--- config.mk ---
export PLATFORM = sky130hd
export DESIGN_NAME = uart_tx_control_unit
export DESIGN_NICKNAME = d
export VERILOG_FILES = /design/src/rtl/uart_pkg.sv /design/src/rtl/uart_baud_counter.sv /design/src/rtl/uart_tx_control_unit.sv
export SDC_FILE = /design/constraint.sdc
export NUM_CORES = 1
export LEC_CHECK = 0
export ABC_AREA = 1
export BUFFER_PORTS_ARGS = -buffer_cell sky130_fd_sc_hd__buf_4
export CORE_AREA = 2 2 39 41
export CTS_BUF_LIST = sky130_fd_sc_hd__clkbuf_8
export CTS_CLUSTER_SIZE = 20
export DETAILED_ROUTE_END_ITERATION = 8
export DIE_AREA = 0 0 41 43
export SYNTH_ARGS = -nofsm -noshare
export SYNTH_HDL_FRONTEND = slang
export SYNTH_SLANG_ARGS = --single-unit
--- constraint.sdc ---
create_clock -name CLOCK -period 0.95 [get_ports CLOCK]
set_input_delay 0.1425 -clock CLOCK [delete_from_list [all_inputs] [get_ports CLOCK]]
set_output_delay 0.1425 -clock CLOCK [all_outputs]
set_load 0.1 [all_outputs]
--- src/rtl/uart_pkg.sv ---
// Shared UART definitions: frame defaults, TX control state encoding and strobe bundle.
// Used by the TX control unit today and intended for the RX side as well.
package uart_pkg;

    localparam int UART_WORD_SIZE    = 8;
    localparam int UART_CLKS_PER_BIT = 16;

    typedef enum logic [1:0] {
        IDLE    = 2'd0,
        WAITING = 2'd1,
        SENDING = 2'd2
    } uart_state_e;

    typedef struct packed {
        logic load_shftreg;
        logic start;
        logic shift;
        logic clear;
        logic tx_done;
    } tx_strobe_t;

endpackage

--- src/rtl/uart_baud_counter.sv ---
// Bit-period counter: counts 0..CLKS_PER_BIT-1 while enabled and flags the last
// cycle of each bit period with tick, wrapping back to 0 after it.
module uart_baud_counter
    import uart_pkg::*;
#(
    parameter int CLKS_PER_BIT = UART_CLKS_PER_BIT
) (
    input  logic gclk,
    input  logic grst_n,
    input  logic clear,
    input  logic enable,
    output logic tick
);

    localparam int CNT_W = (CLKS_PER_BIT > 2) ? $clog2(CLKS_PER_BIT) : 1;
    localparam logic [CNT_W-1:0] TERM = CNT_W'(CLKS_PER_BIT - 1);

    logic [CNT_W-1:0] cnt_q, cnt_d;
    logic             at_term;

    assign at_term = (cnt_q == TERM);
    assign tick    = enable && !clear && at_term;

    always_comb begin
        cnt_d = cnt_q;
        if (clear) begin
            cnt_d = '0;
        end else if (enable) begin
            cnt_d = at_term ? '0 : cnt_q + CNT_W'(1);
        end
    end

    always_ff @(posedge gclk or negedge grst_n) begin
        if (!grst_n) begin
            cnt_q <= '0;
        end else begin
            cnt_q <= cnt_d;
        end
    end

endmodule

--- src/rtl/uart_tx_control_unit.sv ---
// UART transmit controller: sequences the TX datapath through load, start bit,
// data/stop shifting and frame completion using a per-bit baud counter.
module uart_tx_control_unit
    import uart_pkg::*;
#(
    parameter int WORD_SIZE    = UART_WORD_SIZE,
    parameter int CLKS_PER_BIT = UART_CLKS_PER_BIT
) (
    input  logic CLOCK,
    input  logic RESET,
    input  logic LOAD_XMT_DATAREG,
    input  logic BYTE_READY,
    input  logic T_BYTE,
    input  logic BC_LT_BCMAX,
    output logic LOAD_XMT_DR,
    output logic LOAD_XMT_SHFTREG,
    output logic START,
    output logic SHIFT,
    output logic CLEAR,
    output logic BUSY,
    output logic TX_DONE
);

    if (WORD_SIZE < 1 || CLKS_PER_BIT < 2) begin : g_bad_param
        $error("uart_tx_control_unit: WORD_SIZE must be >= 1 and CLKS_PER_BIT >= 2");
    end

    uart_state_e state_q, state_d;
    tx_strobe_t  strb;
    logic        baud_clr;
    logic        baud_en;
    logic        baud_tick;

    uart_baud_counter #(
        .CLKS_PER_BIT (CLKS_PER_BIT)
    ) u_baud (
        .gclk   (CLOCK),
        .grst_n (RESET),
        .clear  (baud_clr),
        .enable (baud_en),
        .tick   (baud_tick)
    );

    always_comb begin
        state_d  = state_q;
        strb     = '0;
        baud_clr = 1'b1;
        baud_en  = 1'b0;
        case (state_q)
            IDLE: begin
                if (BYTE_READY) begin
                    strb.load_shftreg = 1'b1;
                    state_d           = WAITING;
                end
            end
            WAITING: begin
                if (T_BYTE) begin
                    strb.start = 1'b1;
                    state_d    = SENDING;
                end
            end
            SENDING: begin
                baud_clr = 1'b0;
                baud_en  = 1'b1;
                if (baud_tick) begin
                    if (BC_LT_BCMAX) begin
                        strb.shift = 1'b1;
                    end else begin
                        strb.clear   = 1'b1;
                        strb.tx_done = 1'b1;
                        state_d      = IDLE;
                    end
                end
            end
            default: state_d = IDLE;
        endcase
        // Strobes must stay quiet for the whole time reset is held, not just after the edge.
        if (!RESET) begin
            strb = '0;
        end
    end

    always_ff @(posedge CLOCK or negedge RESET) begin
        if (!RESET) begin
            state_q <= IDLE;
        end else begin
            state_q <= state_d;
        end
    end

    // Host data-register loads pass straight through so it can refill during a frame.
    assign LOAD_XMT_DR      = LOAD_XMT_DATAREG;
    assign LOAD_XMT_SHFTREG = strb.load_shftreg;
    assign START            = strb.start;
    assign SHIFT            = strb.shift;
    assign CLEAR            = strb.clear;
    assign TX_DONE          = strb.tx_done;
    assign BUSY             = (state_q != IDLE);

endmodule
==> summary.md, run 1 <==
| Metric | Value |
|---|---|
| Outcome | complete, but fails checks |
| Violated checks | setup timing |
| Flop pwr share | 23.8% |
| Beginning of the critical path | state_q[0] |
| Die H | 43 microns |
| CTS root buf | clkbuf_8 |
| FF+latch count, synth | 6 |
| Die width | 41 microns |
| RSZ-0062 raised after global routing | yes |
| R2R Setup Slk | -0.11 ns |
| Drt drc | 0 |
| Sequential share of the synthesized area | 44.8% |
| Detailed Place HPWL | 598 microns |
| Slew Limit Fails | 0 |
| Worst-path fanout max | 3 |
| Min-delay worst type | input port to register |
| Site Rows | 14 |
| Vias after detailed routing | 346 |
| PnR worst setup slack | -0.447 ns |
| Largest net degree at the start of global routing | 7 |
| Clock share of power | 19.3% |
| Final ANT Viol Nets | 0 |
| Die area | 1760 sq um |
| Crit Path Category | register to primary output |
| Critical path destination | SHIFT |
| Initial drt markers | 10 |
| Synth warnings | 0 |
| VDD IR max | 1.38 mV |
| Starting Density | 24.2% |
| Clock buffer count from CTS | 3 |
| Syn_area_per_cell | 8.38 sq um |
| Net Sw Frac | 39.3% |
| Clock latency on the worst-skew pair | 0.22 ns |
| Cell Area, Synth | 335 sq um |
| Clock skew | 0.00458 ns |
| Layout Nets | 76 |
| Clock sink count | 6 |
| Post-Syn Instances | 40 |
| Final non-filler cell total | 83 |
| Layout cells sized above 1 | 73.1% |
| Worst slack, placed | -0.299 ns |
| FILL cells | 134 |
| Capturing point of the worst reg2reg path | state_q[1] |
| Post-synth net total | 47 |
| Reg clk slew, reported paths | 0.04 ns |
| N_diodes | 0 |
| Setup crit end kind | primary output |
| CTS Buffer Depth | 2 |
| Area after DPL | 564 sq um |
| Min Clock Period, post-route | 1.40 ns |
| Number of global-route vias before repair | 344 |
| PD cells | 2690 nW/um^2 |
| Vias/cell | 4.17 |
| Register-to-Register Path Depth | 5 |
| Final Setup Violations | 11 |
| Final Hold Viols | 0 |
| Area Growth Syn to Fin | 121% |
| Global-route wire length before repair | 1370 microns |
| Fin crit share | 147% |
| H-tree depth | 1 |
| PnR Total Power | 1.99 mW |
| Power share of the combinational group | 56.9% |
| Design Area, Final | 739 sq um |
| Crit path required time | 0.81 ns |
| Drt pass-1 iters | 4 |
| Max Fclk | 716 MHz |
| Max Cap Viol | 0 |
| Leak Pwr | 0.332 nW |
| Initial antenna violation count | 0 |
| Routed wire length | 838 microns |
| GPL Wtd Cong | 0.701 |
| Slew @ Worst Pin | 0.237 ns |
| Post-Route Utilization | 53.4% |
| CTS tree | yes |
| Core Area | 1380 sq um |
| GRT Resource Usage Total | 11.9% |
| Internal power | 1.21 mW |
| IO Pins | 13 |
| Psw | 0.780 mW |
| PortBufs | 10 |
| CP arrival | 1.25 ns |
| Slew HR | 84.1% |
| Cell variety after synth | 16 |
| Remaining global-route overflow | 0 |
| Worst reg2reg path startpoint | u_baud.cnt_q[1] |
| CP startpoint kind | register |
| DR WL/cell | 10.1 microns |
| Placed cells | 77 |
## routing by layer
| layer | track usage, % | part of all wire [%] |
|---|---|---|
| met4 | 6.00 | 0 |
| met1 | 14.1 | 38 |
| met3 | 4.71 | 6.9 |
| met5 | 0 | 0 |
| met2 | 17.8 | 55 |
## critical path: stages (launching register included)
cell and delay [ns]:
dfrtp_2 0.44, nor2_4 0.12, nand2_2 0.08, nor3_4 0.19
buf_12 0.20
## timing repair
action	4_1_cts	5_1_grt
buffers inserted	1	2
setup endpoints to repair	11	12
pin swaps	2	5
hold buffers	1	0
resized for setup	26	4
hold endpoints to repair	6	0
## worst min-delay path by stage
stage          startpoint              end  slack, ns  cells past startpoint
6_report           T_BYTE       state_q[0]       0.13                      2
3_3_place_gp        RESET  u_baud.cnt_q[3]       0.06                      2
2_1_floorplan       RESET       state_q[0]      -0.15                      0
3_5_place_dp        RESET  u_baud.cnt_q[2]       0.06                      2
5_1_grt            T_BYTE       state_q[0]       0.15                      2
4_1_cts            T_BYTE       state_q[0]       0.11                      2
## state kept, by name, indices dropped and copies added (netlist names)
signal        cells
u_baud.cnt_q      4
state_q           2
## per-stage QoR
stage                     setup TNS, ns  hold slack (ns)
after floorplan                   -2.45           -0.153
after global placement            -1.59           0.0585
after detailed placement          -1.62           0.0595
after CTS                         -2.91            0.108
after global routing              -3.37            0.147
final                             -2.82            0.128
## synthesized netlist by cell type (all sizes together)
library cell | instances | area, sq um
nor2 | 10 | 47.6
nand2 | 8 | 35.0
dfrtp | 6 | 150
inv | 5 | 18.8
nand3 | 4 | 25.0
buf | 2 | 15.0
and3 | 1 | 7.51
ha | 1 | 12.5
nand4 | 1 | 6.26
nor3 | 1 | 10.0
o31ai | 1 | 7.51
## kinds of logic (layout without fill, tap and decap cells)
family	Yosys count	count (layout)	synth area share [%]
AND/OR/NAND/NOR	25	25	39.2
buffers and inverters	7	34	10.1
flip-flops	6	6	44.8
adder cells (fa/ha/maj)	1	1	3.73
AO/OA/AOI/OAI	1	1	2.24
## layout by cell type (no fill, tap or decap)
cell           synthesis  routed
inv_1                  4       3
inv_2                  1       2
o31ai_1                1       1
ha_4                   0       1
nand3_1                3       1
buf_4                  2      17
buf_12                 0       6
nand2_4                0       1
nand4_1                1       1
nand3_4                0       1
nand2_1                6       3
buf_6                  0       2
dlygate4sd3_1          0       1
and3_2                 1       1
nand3_2                1       2
dfrtp_1                6       5
nor2_4                 1       4
dfrtp_2                0       1
nor3_4                 0       1
nand2_2                2       4
nor2_1                 8       3
clkbuf_8               0       3
nor2_2                 1       3
## area by class of cell
class	count	area (sq um)	area share (%)
clock buffer	3	41.3	5.58
inverter	5	18.8	2.54
multi-input combinational	27	228	30.8
sequential	6	151	20.5
tap	16	20.0	2.71
timing repair buffer	26	280	37.9
## power by group through the flow
| stage | sequential (mW) | clock (mW) | combinational [mW] |
|---|---|---|---|
| 2_1_floorplan | 0.490 | 0 | 0.573 |
| 3_3_place_gp | 0.472 | 0 | 0.931 |
| 5_1_grt | 0.480 | 0.415 | 1.22 |
| 3_5_place_dp | 0.480 | 0 | 0.935 |
| 6_report | 0.472 | 0.383 | 1.13 |
| 4_1_cts | 0.482 | 0.394 | 1.06 |
(Power assumes the default switching activity.)
==> run 2, diff against run 1 <==
PLACE_DENSITY = 0.48   (was default)
==> run 2 against run 1 <==
- first-iteration DRC count decreased by 80%
- power decreased by 3.8%
- register-to-register slack got worse by 0.10 ns
- largest power group unchanged
- the run still ends with setup timing left
- via count increased by 0.58%
- clock skew decreased by 0.0032 ns
- non-clock buffer count unchanged
- cell area decreased by 5.6%
==> summary.md, run 2 (synthesized netlist as in run 1, its figures left out) <==
| Metric | Value |
|---|---|
| Outcome | complete, but fails checks |
| Violated checks | setup timing |
| Most frequent cells in the layout | buf_4 (19), nor2_1 (5), nand2_1 (5), dfrtp_1 (5) |
| Layout cells sized above 1 | 62.7% |
| Global-route wire length before repair | 1380 microns |
| CTS tree | yes |
| Hold path depth | 2 |
| Crit path required time | 0.81 ns |
| Crit Path Category | register to primary output |
| CP arrival | 1.27 ns |
| Leak Pwr | 0.322 nW |
| Largest net degree at the start of global routing | 7 |
| Number of global-route vias before repair | 347 |
| Max Cap Viol | 0 |
| Min Clock Period, post-route | 1.41 ns |
| Fin crit share | 149% |
| R2R Setup Slk | -0.21 ns |
| VDD IR max | 1.21 mV |
| Register-to-Register Path Depth | 6 |
| GRT Resource Usage Total | 12.0% |
| PD cells | 2730 nW/um^2 |
| Placed cells | 75 |
| Slew @ Worst Pin | 0.278 ns |
| RSZ-0062 raised after global routing | yes |
| Worst-path fanout max | 3 |
| GPL Wtd Cong | 0.675 |
| PnR worst setup slack | -0.463 ns |
| CTS Buffer Depth | 2 |
| PnR Total Power | 1.91 mW |
| PortBufs | 10 |
| Initial antenna violation count | 0 |
| Die width | 41 microns |
| Initial drt markers | 2 |
| Reg clk slew, reported paths | 0.04 ns |
| Largest register by flop count | u_baud.cnt_q |
| Final Setup Violations | 11 |
| Detailed Place HPWL | 652 microns |
| Most common cell after layout, fill and taps aside | buf_4 |
| CTS root buf | clkbuf_8 |
| Final Hold Viols | 0 |
| Slew HR | 81.6% |
| Clock sink count | 6 |
| Largest regs | u_baud.cnt_q x4, state_q x2 |
| Max Fclk | 707 MHz |
| Final ANT Viol Nets | 0 |
| Clock latency on the worst-skew pair | 0.22 ns |
| H-tree depth | 1 |
| Core Area | 1380 sq um |
| Starting Density | 24.2% |
| Die area | 1760 sq um |
| Layout Nets | 76 |
| Drt drc | 0 |
| Min-delay worst type | input port to register |
| Routed wire length | 829 microns |
| Clock buffer count from CTS | 3 |
| DR WL/cell | 9.99 microns |
| Vias after detailed routing | 348 |
| Final non-filler cell total | 83 |
| CP startpoint kind | register |
| Area Growth Syn to Fin | 108% |
| Vias/cell | 4.19 |
| IO Pins | 13 |
| Site Rows | 14 |
| N_diodes | 0 |
| Remaining global-route overflow | 0 |
| Slew Limit Fails | 0 |
| Drt pass-1 iters | 3 |
| Max FFs per register | 4 |
| Die H | 43 microns |
| Setup crit end kind | primary output |
| Clock skew | 0.00134 ns |
[run 2: cell count changes in the layout (fill, tap and decap cells not counted)]
cell | before | now
nor2_1 | 3 | 5
nand3_2 | 2 | 0
and3_2 | 1 | 0
and3_4 | 0 | 1
nand2_2 | 4 | 2
nor2_2 | 3 | 1
inv_2 | 2 | 1
buf_12 | 6 | 4
nand2_1 | 3 | 5
nand3_1 | 1 | 3
inv_1 | 3 | 4
buf_4 | 17 | 19
[run 2: final timing paths]
kind | start | end
setup / recovery | u_baud.cnt_q[0] | SHIFT
hold / removal | T_BYTE | state_q[0]
setup reg to reg | u_baud.cnt_q[0] | state_q[1]
hold reg to reg | u_baud.cnt_q[0] | u_baud.cnt_q[0]
max in group asynchronous | RESET | state_q[0]
min in group asynchronous | RESET | u_baud.cnt_q[3]
[run 2: area by class of cell]
type / count / area, sq um
fillers: 134 / 686
flip-flops and latches: 6 / 151
inverters: 5 / 18.8
clock buffers: 3 / 41.3
well taps: 16 / 20.0
repair buffers: 26 / 255
multi-input cells: 27 / 211
[run 2: what timing repair did]
item / 4_1_cts / 5_1_grt
endpoints found under the hold margin: 6 / 0
hold buffers: 1 / 0
pin swaps: 2 / 1
setup buffers: 3 / 1
setup endpoints to repair: 12 / 12
resized for setup: 14 / 3
[run 2: worst max-delay path, cell delays in order (launching register included)]
cell     delay, ns
dfrtp_1       0.38
ha_4          0.17
nand3_4       0.09
nor3_4        0.21
buf_12        0.20
[run 2: metrics by stage]
step	TNS, ns	setup slack (ns)	area (sq um)	utilization (%)	hold slack (ns)
after global routing	-3.68	-0.525	698	50.5	0.121
after global placement	-1.78	-0.319	549	39.7	0.0541
after CTS	-2.86	-0.477	682	49.3	0.113
final	-3.05	-0.463	698	50.5	0.110
after floorplan	-2.45	-0.632	399	-	-0.153
after detailed placement	-1.79	-0.328	549	39.7	0.0529
[run 2: metal layers]
metal / part of all wire (%) / track usage (%)
met5: 0 / 0
met4: 0.97 / 4.00
met3: 5.8 / 7.33
met2: 47 / 17.5
met1: 46 / 14.0
[run 2: where the power goes]
part,switching (mW),internal [mW]
clock,0.115,0.273
sequential,0.116,0.368
combinational,0.517,0.521
total,0.748,1.16
==> run 3, diff against run 2 <==
RECOVER_POWER = 100   (was default)
==> run 3 against run 2 <==
- the flow still finishes with violations (setup timing)
- clock skew about the same
- global-route usage unchanged
- hold slack about the same
- critical endpoint unchanged
- largest cell class unchanged
- largest power group unchanged
==> summary.md, run 3 (synthesized netlist as in run 1, its figures left out) <==
| Metric | Value |
|---|---|
| Reg clk slew, reported paths | 0.04 ns |
| Drt drc | 0 |
| Crit path required time | 0.81 ns |
| Drt pass-1 iters | 3 |
| Most frequent cells in the layout | buf_4 (17), nor2_1 (5), nand2_1 (5), dfrtp_1 (5) |
| Slew Limit Fails | 0 |
| IO Pins | 13 |
| CTS Buffer Depth | 2 |
| GRT met3 Usage | 7.33% |
| Die H | 43 microns |
| GRT Resource Usage Total | 12.0% |
| PnR worst setup slack | -0.464 ns |
| PortBufs | 10 |
| Violated checks | setup timing |
| Slew HR | 74.6% |
| Final Hold Viols | 0 |
| Vias/cell | 4.19 |
| CP arrival | 1.27 ns |
| Outcome | complete, but fails checks |
| Initial drt markers | 2 |
| Largest regs | u_baud.cnt_q x4, state_q x2 |
| Setup crit end kind | primary output |
| Die width | 41 microns |
| Min-delay worst type | input port to register |
| Remaining global-route overflow | 0 |
| Multi-input gate area | 211 sq um |
| Slew @ Worst Pin | 0.381 ns |
| CTS tree | yes |
| Layout Nets | 76 |
| Crit Path Category | register to primary output |
| Worst-path fanout max | 3 |
| Final ANT Viol Nets | 0 |
| GPL Wtd Cong | 0.675 |
| Setup TNS | -3.06 ns |
| Min Clock Period, post-route | 1.41 ns |
| Fin crit share | 149% |
| Final non-filler cell total | 83 |
| Site Rows | 14 |
| PD cells | 2750 nW/um^2 |
| PnR Total Power | 1.91 mW |
| Routed wire length | 830 microns |
| DR WL/cell | 10.0 microns |
| Hold slack | 0.110 ns |
| Final Setup Violations | 11 |
| Max Cap Viol | 0 |
| RSZ-0062 raised after global routing | yes |
| N_diodes | 0 |
| Most common cell after layout, fill and taps aside | buf_4 |
| CTS root buf | clkbuf_8 |
| Core Area | 1380 sq um |
| Leak Pwr | 0.318 nW |
| Clock buffer count from CTS | 3 |
| Largest net degree at the start of global routing | 7 |
| Sequential Area | 151 sq um |
| CP startpoint kind | register |
| Largest register by flop count | u_baud.cnt_q |
| Clock latency on the worst-skew pair | 0.22 ns |
| Starting Density | 24.2% |
| Max Fclk | 707 MHz |
| VDD IR max | 1.21 mV |
| Layout cells sized above 1 | 61.2% |
| Die area | 1760 sq um |
| Max FFs per register | 4 |
| Area Growth Syn to Fin | 107% |
| FILL cells | 136 |
| Number of global-route vias before repair | 347 |
| H-tree depth | 1 |
| Global routing's busiest layer | met2 |
| Global-route wire length before repair | 1380 microns |
| Grt met1 use | 14.0% |
| Vias after detailed routing | 348 |
| Initial antenna violation count | 0 |
| R2R Setup Slk | -0.21 ns |
| Clock sink count | 6 |
| Detailed Place HPWL | 652 microns |
| Clock skew | 0.00130 ns |
| Met2 GRT Util | 17.5% |
| Placed cells | 75 |
run 3: cell types whose count changed in the layout (fill, tap and decap cells not counted), sizes merged:
| cell | delta |
|---|---|
| buf | -2 |
| clkbuf | +2 |
run 3: worst max-delay path, cell delays in order (launching register included):
cell	delay (ns)
dfrtp_1	0.38
ha_4	0.17
nand3_4	0.09
nor3_4	0.21
buf_12	0.20
run 3: path summary, 6_finish.rpt:
path,startpoint,endpoint,cells past startpoint
max in group asynchronous,RESET,state_q[0],3
min in group asynchronous,RESET,u_baud.cnt_q[2],3
worst max-delay path,u_baud.cnt_q[0],SHIFT,4
worst max register to register,u_baud.cnt_q[0],state_q[1],6
worst min register to register,u_baud.cnt_q[0],u_baud.cnt_q[0],2
worst min-delay path,T_BYTE,state_q[0],2
run 3: metal layers:
metal / up-vias / routed length (microns)
met4: 0 / 8
met3: 2 / 47
li1: 182 / -
met5: - / 0
met1: 154 / 389
met2: 10 / 384
run 3: final cells by class:
class	count	area share [%]
multi-input cells	27	30.5
flip-flops and latches	6	21.8
well taps	16	2.88
repair buffers	26	36.2
clock buffers	3	5.95
inverters	5	2.70
run 3: through the flow:
stage	utilization, %	area [sq um]	setup WS [ns]
floorplan	-	399	-0.632
global route	50.2	694	-0.525
global placement	39.7	549	-0.319
finish	50.2	694	-0.464
detailed placement	39.7	549	-0.328
CTS	49.3	682	-0.477
run 3: what timing repair did:
item                                    4_1_cts  5_1_grt
buffers inserted                              3        1
endpoints found under the setup margin       12       12
resized for setup                            14        3
cloned                                        0        0
hold buffers                                  1        0
endpoints found under the hold margin         6        0
pin swaps                                     2        1
run 3: where the power goes:
group | total [mW] | internal (mW) | switching [mW]
clock network | 0.388 | 0.273 | 0.115
registers | 0.483 | 0.368 | 0.116
logic | 1.04 | 0.519 | 0.518
